File: src/rtl/alu_unit.sv
// Execute-stage ALU: single-cycle add/sub/logic/shift plus an optional shift-add multiply.
// Define ALU_MUL_EN to build the multiplier; otherwise op 7 completes at once and raises error.
module alu_unit #(
   parameter int DATA_BUS_WIDTH = 8
) (
   input  logic                      clock,
   input  logic                      reset,
   input  logic                      start,
   input  logic [2:0]                alu_op,
   input  logic [DATA_BUS_WIDTH-1:0] operand_a,
   input  logic [DATA_BUS_WIDTH-1:0] operand_b,
   output logic                      busy,
   output logic                      done,
   output logic [DATA_BUS_WIDTH-1:0] result,
   output logic                      flag_zero,
   output logic                      flag_carry,
   output logic                      flag_neg,
   output logic                      error
);

   localparam int W  = DATA_BUS_WIDTH;
   localparam int SW = $clog2(W);

   localparam logic [2:0] OP_ADD = 3'd0;
   localparam logic [2:0] OP_SUB = 3'd1;
   localparam logic [2:0] OP_AND = 3'd2;
   localparam logic [2:0] OP_OR  = 3'd3;
   localparam logic [2:0] OP_XOR = 3'd4;
   localparam logic [2:0] OP_SHL = 3'd5;
   localparam logic [2:0] OP_SHR = 3'd6;
   localparam logic [2:0] OP_MUL = 3'd7;

   typedef enum logic [1:0] {S_IDLE, S_MULT, S_DONE} state_t;

   state_t         state_reg;
   logic [2:0]     op_reg;
   logic [W-1:0]   a_reg;
   logic [W-1:0]   b_reg;
   logic           busy_reg;
   logic           done_reg;
   logic [W-1:0]   result_reg;
   logic           zero_reg;
   logic           carry_reg;
   logic           neg_reg;
   logic           error_reg;

`ifdef ALU_MUL_EN
   logic [2*W-1:0] acc_reg;
   logic [2*W-1:0] mcand_reg;
   logic [W-1:0]   mplier_reg;
   logic [SW-1:0]  cnt_reg;
`endif

   logic           accept;
   logic [W-1:0]   res_next;
   logic           carry_next;
   logic           err_next;
   logic [W:0]     wide_next;
   logic [SW-1:0]  amt;

   // A new op may be taken in IDLE or in the DONE cycle, giving back-to-back issue.
   assign accept = start && (state_reg != S_MULT);
   assign amt    = b_reg[SW-1:0];

   always_comb begin
      res_next   = '0;
      carry_next = 1'b0;
      err_next   = 1'b0;
      wide_next  = '0;
      case (op_reg)
         OP_ADD: begin
            wide_next  = {1'b0, a_reg} + {1'b0, b_reg};
            res_next   = wide_next[W-1:0];
            carry_next = wide_next[W];
         end
         OP_SUB: begin
            wide_next  = {1'b0, a_reg} - {1'b0, b_reg};
            res_next   = wide_next[W-1:0];
            carry_next = wide_next[W];
         end
         OP_AND: res_next = a_reg & b_reg;
         OP_OR:  res_next = a_reg | b_reg;
         OP_XOR: res_next = a_reg ^ b_reg;
         OP_SHL: begin
            // Extra guard bit catches the last bit shifted out; stays 0 for amount 0.
            wide_next  = {1'b0, a_reg} << amt;
            res_next   = wide_next[W-1:0];
            carry_next = wide_next[W];
         end
         OP_SHR: begin
            wide_next  = {a_reg, 1'b0} >> amt;
            res_next   = wide_next[W:1];
            carry_next = wide_next[0];
         end
         OP_MUL: begin
`ifdef ALU_MUL_EN
            res_next   = acc_reg[W-1:0];
            carry_next = |acc_reg[2*W-1:W];
`else
            err_next   = 1'b1;
`endif
         end
         default: err_next = 1'b1;
      endcase
   end

   always_ff @(posedge clock or negedge reset) begin
      if (!reset) begin
         state_reg  <= S_IDLE;
         op_reg     <= '0;
         a_reg      <= '0;
         b_reg      <= '0;
         busy_reg   <= 1'b0;
         done_reg   <= 1'b0;
         result_reg <= '0;
         zero_reg   <= 1'b0;
         carry_reg  <= 1'b0;
         neg_reg    <= 1'b0;
         error_reg  <= 1'b0;
`ifdef ALU_MUL_EN
         acc_reg    <= '0;
         mcand_reg  <= '0;
         mplier_reg <= '0;
         cnt_reg    <= '0;
`endif
      end else begin
         done_reg <= 1'b0;
         case (state_reg)
            S_DONE: begin
               result_reg <= res_next;
               zero_reg   <= (res_next == '0);
               carry_reg  <= carry_next;
               neg_reg    <= res_next[W-1];
               error_reg  <= err_next;
               done_reg   <= 1'b1;
               state_reg  <= S_IDLE;
            end
`ifdef ALU_MUL_EN
            S_MULT: begin
               if (mplier_reg[0]) begin
                  acc_reg <= acc_reg + mcand_reg;
               end
               mcand_reg  <= mcand_reg << 1;
               mplier_reg <= mplier_reg >> 1;
               cnt_reg    <= cnt_reg + 1'b1;
               if (cnt_reg == SW'(W - 1)) begin
                  state_reg <= S_DONE;
                  busy_reg  <= 1'b0;
               end
            end
`endif
            S_IDLE:  state_reg <= S_IDLE;
            default: state_reg <= S_IDLE;
         endcase

         if (accept) begin
            op_reg    <= alu_op;
            a_reg     <= operand_a;
            b_reg     <= operand_b;
            state_reg <= S_DONE;
`ifdef ALU_MUL_EN
            if (alu_op == OP_MUL) begin
               state_reg  <= S_MULT;
               busy_reg   <= 1'b1;
               acc_reg    <= '0;
               mcand_reg  <= {{W{1'b0}}, operand_a};
               mplier_reg <= operand_b;
               cnt_reg    <= '0;
            end
`endif
         end
      end
   end

   assign busy       = busy_reg;
   assign done       = done_reg;
   assign result     = result_reg;
   assign flag_zero  = zero_reg;
   assign flag_carry = carry_reg;
   assign flag_neg   = neg_reg;
   assign error      = error_reg;

endmodule

File: config.mk
export PLATFORM = sky130hd
export DESIGN_NAME = alu_unit
export DESIGN_NICKNAME = d
export VERILOG_FILES = /design/src/rtl/alu_unit.sv
export SDC_FILE = /design/constraint.sdc
export NUM_CORES = 1
export LEC_CHECK = 0
export CAP_MARGIN = 20
export CORE_ASPECT_RATIO = 0.9
export CORE_MARGIN = 8
export CORE_UTILIZATION = 45
export CTS_CLUSTER_DIAMETER = 100
export DETAILED_ROUTE_END_ITERATION = 7
export PLACE_DENSITY = 0.7
export SKIP_LAST_GASP = 1
export SLEW_MARGIN = 20
export SYNTH_ARGS = -nofsm -noshare
export SYNTH_HDL_FRONTEND = slang
export SYNTH_SLANG_ARGS = --single-unit
File: constraint.sdc
create_clock -name clock -period 2.8 [get_ports clock]
set_clock_uncertainty 0.15 [all_clocks]
set_input_delay 0.7 -clock clock [delete_from_list [all_inputs] [get_ports clock]]
set_output_delay 0.7 -clock clock [all_outputs]
set_load 0.01 [all_outputs]
==> qor.csv <==
stage,metric,value,unit
run_status,status,completed,
global_routing,antenna_found_initial,0,
floorplanning,io_pins,36,
global_routing,grt_max_degree,40,
synthesis,syn_nets,370,
sta,worst_slew_pin_slew,0.632,ns
placement,dpl.hpwl,6410,um
clock_network,clock-sinks,32,
worst_setup_path,cpPeakStageDelay,0.45,ns
detailed_routing,via_count,2569,
detailed_routing,wire_per_inst,18.6,um
synthesis,ys_warn_count,1,
power_and_ir_drop,vdd_drop_max,279,uV
worst_setup_path,crit_type,reg2reg,
cells_and_area,instances_no_fill,453,
clock_network,cts-root-buf,clkbuf_8,
cells_and_area,nNetsFinal,414,
worst_setup_path,worst_path_max_delay_cell,dfrtp_2,
placement,dp_cells,440,
worst_setup_path,worstPathArrival,2.80,ns
floorplanning,dieHeight,91.3,um
cells_and_area,syn2layout_area_growth,23.9,%
sta,setup_slack,0.0333,ns
synthesis,synth_cells,321,
worst_hold_path,hold_path_class,reg2reg,
placement,port_buffers,34,
floorplanning,die-area,9100,um^2
sta,grt_setup_unrepaired,true,
detailed_routing,vias_per_cell,5.67,
cells_and_area,fillers,577,
clock_network,clockBufferDepth,2,
worst_setup_path,required,2.84,ns
sta,hold_violations,0,
synthesis,synth_area_leaders,"dfrtp_1 (28%), ha_1 (11%), mux4_2 (6.4%)",
synthesis,synthArstFlopShare,100,%
worst_setup_path,path_buf_inv,2,
clock_network,cts_hold_buffers,0,
clock_network,clk-insertion-delay-late,0.29,ns
synthesis,synth_area_per_cell,8.83,um^2
detailed_routing,drc,0,
global_routing,grt_util_all_layers,18.5,%
synthesis,syn_area,2830,um^2
sta,max_freq,361,MHz
global_routing,grt_pass1_wl,13400,um
sta,slew_headroom,57.8,%
worst_setup_path,path_cells,inv_4 > ha_4 > inv_2 > fa_2 > nor3b_4 > o31ai_2 > a21oi_2 > o31a_1 > xor2_1 > o21ai_2 > mux2_2,
power_and_ir_drop,power_density,523,nW/um^2
global_routing,grt_pass1_vias,2537,
sta,period_needed,2.77,ns
worst_setup_path,crit_family,compound AO/OA/AOI/OAI gates,
detailed_routing,antenna_left,0,
clock_network,clkTransAtPathRegs,0.08,ns
placement,place_ws,0.0188,ns
clock_network,cts_max_level,2,
floorplanning,die-width,99.7,um
global_routing,grt.overflow.total,0,
cells_and_area,drive_above_1_share,18.3,%
detailed_routing,firstDrtPassIters,4,
cells_and_area,antenna_cells,0,
worst_setup_path,critPathMaxFanout,5,
synthesis,synth_ff_type,dfrtp_1,
synthesis,synth-seq-cells,32,
synthesis,yosysTopAreaCell,dfrtp_1,
sta,period_share,98.8,%
clock_network,cts_made_buffers,5,
power_and_ir_drop,leakagePower,1.50,nW
worst_setup_path,end_kind,flip-flop,
floorplanning,rows,27,
detailed_routing,drt_iter0_markers,176,
floorplanning,core,6110,um^2
synthesis,synth_edf_count,0,
sta,setup_viol,0,
detailed_routing,routed_wl,8420,um
synthesis,synth.distinct_cells,60,
floorplanning,start_util,46.3,%
synthesis,seq_area_frac_synth,28.3,%
placement,gp_congestion,0.992,
job,cap_violations,0,
worst_setup_path,start_kind,flip-flop,
clock_network,cts_tree,yes,
synthesis,yosysTopAreaCellShare,28.3,%
sta,slew_violations,0,
==> worst register-to-register path, stage by stage (launching register included) <==
cell     delay [ns]
dfrtp_2        0.45
inv_4          0.09
ha_4           0.13
inv_2          0.04
fa_2           0.40
nor3b_4        0.17
o31ai_2        0.27
a21oi_2        0.10
o31a_1         0.31
xor2_1         0.17
o21ai_2        0.10
mux2_2         0.28
==> final cells by class <==
type / instances / area (um^2) / area share, %
multi-input cells: 237 / 1830 / 52.2
flip-flops and latches: 32 / 803 / 22.9
repair buffers: 62 / 551 / 15.7
well taps: 87 / 109 / 3.10
inverters: 27 / 104 / 2.96
clock buffers: 5 / 68.8 / 1.96
clock inverters: 3 / 42.5 / 1.21
==> final timing paths <==
kind                       slack, ns  cells after the start   endpoint      start
setup / recovery                0.03                     11  result[6]   a_reg[0]
hold / removal                  0.33                      1  result[0]  result[0]
setup reg to reg                0.03                     11  result[6]   a_reg[0]
hold reg to reg                 0.33                      1  result[0]  result[0]
max in group asynchronous       1.52                      2   a_reg[0]      reset
min in group asynchronous       0.66                      2   b_reg[3]      reset
==> report_power, final <==
| part | switching [mW] | internal [mW] |
|---|---|---|
| combinational | 0.410 | 0.382 |
| sequential | 0.0538 | 0.524 |
| clock | 0.204 | 0.264 |
| total | 0.668 | 1.17 |
==> per-layer routing <==
layer  GRT usage (%)  vias up  wire, um
met3            4.27       14       614
li1                -     1236         -
met5               0        -         0
met1            24.9     1221      3860
met2            28.7       98      3800
met4            5.67        0       144
==> synth_stat cells, drive strengths merged, types with 2 or more instances <==
| cell type | count |
|---|---|
| nand2 | 34 |
| dfrtp | 32 |
| o21ai | 31 |
| inv | 27 |
| ha | 25 |
| nor2 | 20 |
| a21oi | 17 |
| buf | 13 |
| clkbuf | 12 |
| a22oi | 8 |
| mux4 | 8 |
| nor2b | 8 |
| a211oi | 6 |
| mux2 | 5 |
| mux2i | 5 |
| nand4 | 4 |
| o22ai | 4 |
| xnor2 | 4 |
| a21o | 3 |
| and3 | 3 |
| nand2b | 3 |
| nand3 | 3 |
| nand3b | 3 |
| a211o | 2 |
| a221oi | 2 |
| a22o | 2 |
| a2bb2oi | 2 |
| a31oi | 2 |
| fa | 2 |
| nand4b | 2 |
| o21a | 2 |
| o21bai | 2 |
| o221ai | 2 |
| o31ai | 2 |
| xor2 | 2 |
==> stage by stage <==
stage | power, mW | hold slack, ns | instance area [um^2] | utilization (%) | TNS [ns]
global placement | 1.33 | 0.312 | 3320 | 54.3 | 0
global route | 1.93 | 0.375 | 3510 | 57.4 | -0.162
detailed placement | 1.34 | 0.325 | 3320 | 54.3 | 0
CTS | 1.80 | 0.343 | 3430 | 56.1 | 0
floorplan | 1.04 | 0.202 | 2830 | - | 0
finish | 1.84 | 0.335 | 3510 | 57.4 | 0
==> repair_timing <==
item                                    in CTS  in global routing
pin swaps                                    0                  8
endpoints found under the setup margin       2                  3
setup buffers                                0                  5
cloned                                       0                  0
gates resized for setup                      1                 13
==> cells by family (layout without fill, tap and decap cells) <==
group           Yosys count  after routing  synth area share, %
other cells               1              1                0.132
flops                    32             32                 28.3
mux                      18             18                 10.1
compound gates          102            102                 24.5
buf+inv                  52             97                 8.39
simple gates             83             83                 14.3
xor+xnor                  6              6                 1.85
fa+ha+maj                27             27                 12.5
==> cells in the final DEF, fill, tap and decap left out, types with 2 or more instances in the layout <==
cell,netlist,routed
o22ai_1,4,4
nand3b_1,3,3
ha_1,25,24
a22o_1,2,2
a2bb2oi_1,2,2
nor2b_1,7,7
o221ai_1,2,2
nand4_1,4,4
nand2b_1,3,3
mux2i_1,5,5
a22oi_1,8,8
and3_4,2,2
dfrtp_2,0,2
mux2_2,5,5
nor2_1,20,20
mux4_2,8,8
a211oi_1,4,4
a21o_1,3,3
nand3_1,3,3
dfrtp_1,32,30
inv_1,27,25
a211oi_2,2,2
o21a_1,2,2
o21ai_0,30,30
clkdlybuf4s50_1,0,34
o21bai_1,2,2
xor2_1,2,2
clkbuf_8,0,5
a31oi_1,2,2
a21oi_1,17,16
a211o_1,2,2
xnor2_1,4,4
nand2_1,34,34
nand4b_1,2,2
a221oi_1,2,2
buf_4,3,28
No activity file was read; power rests on OpenSTA's default activity.
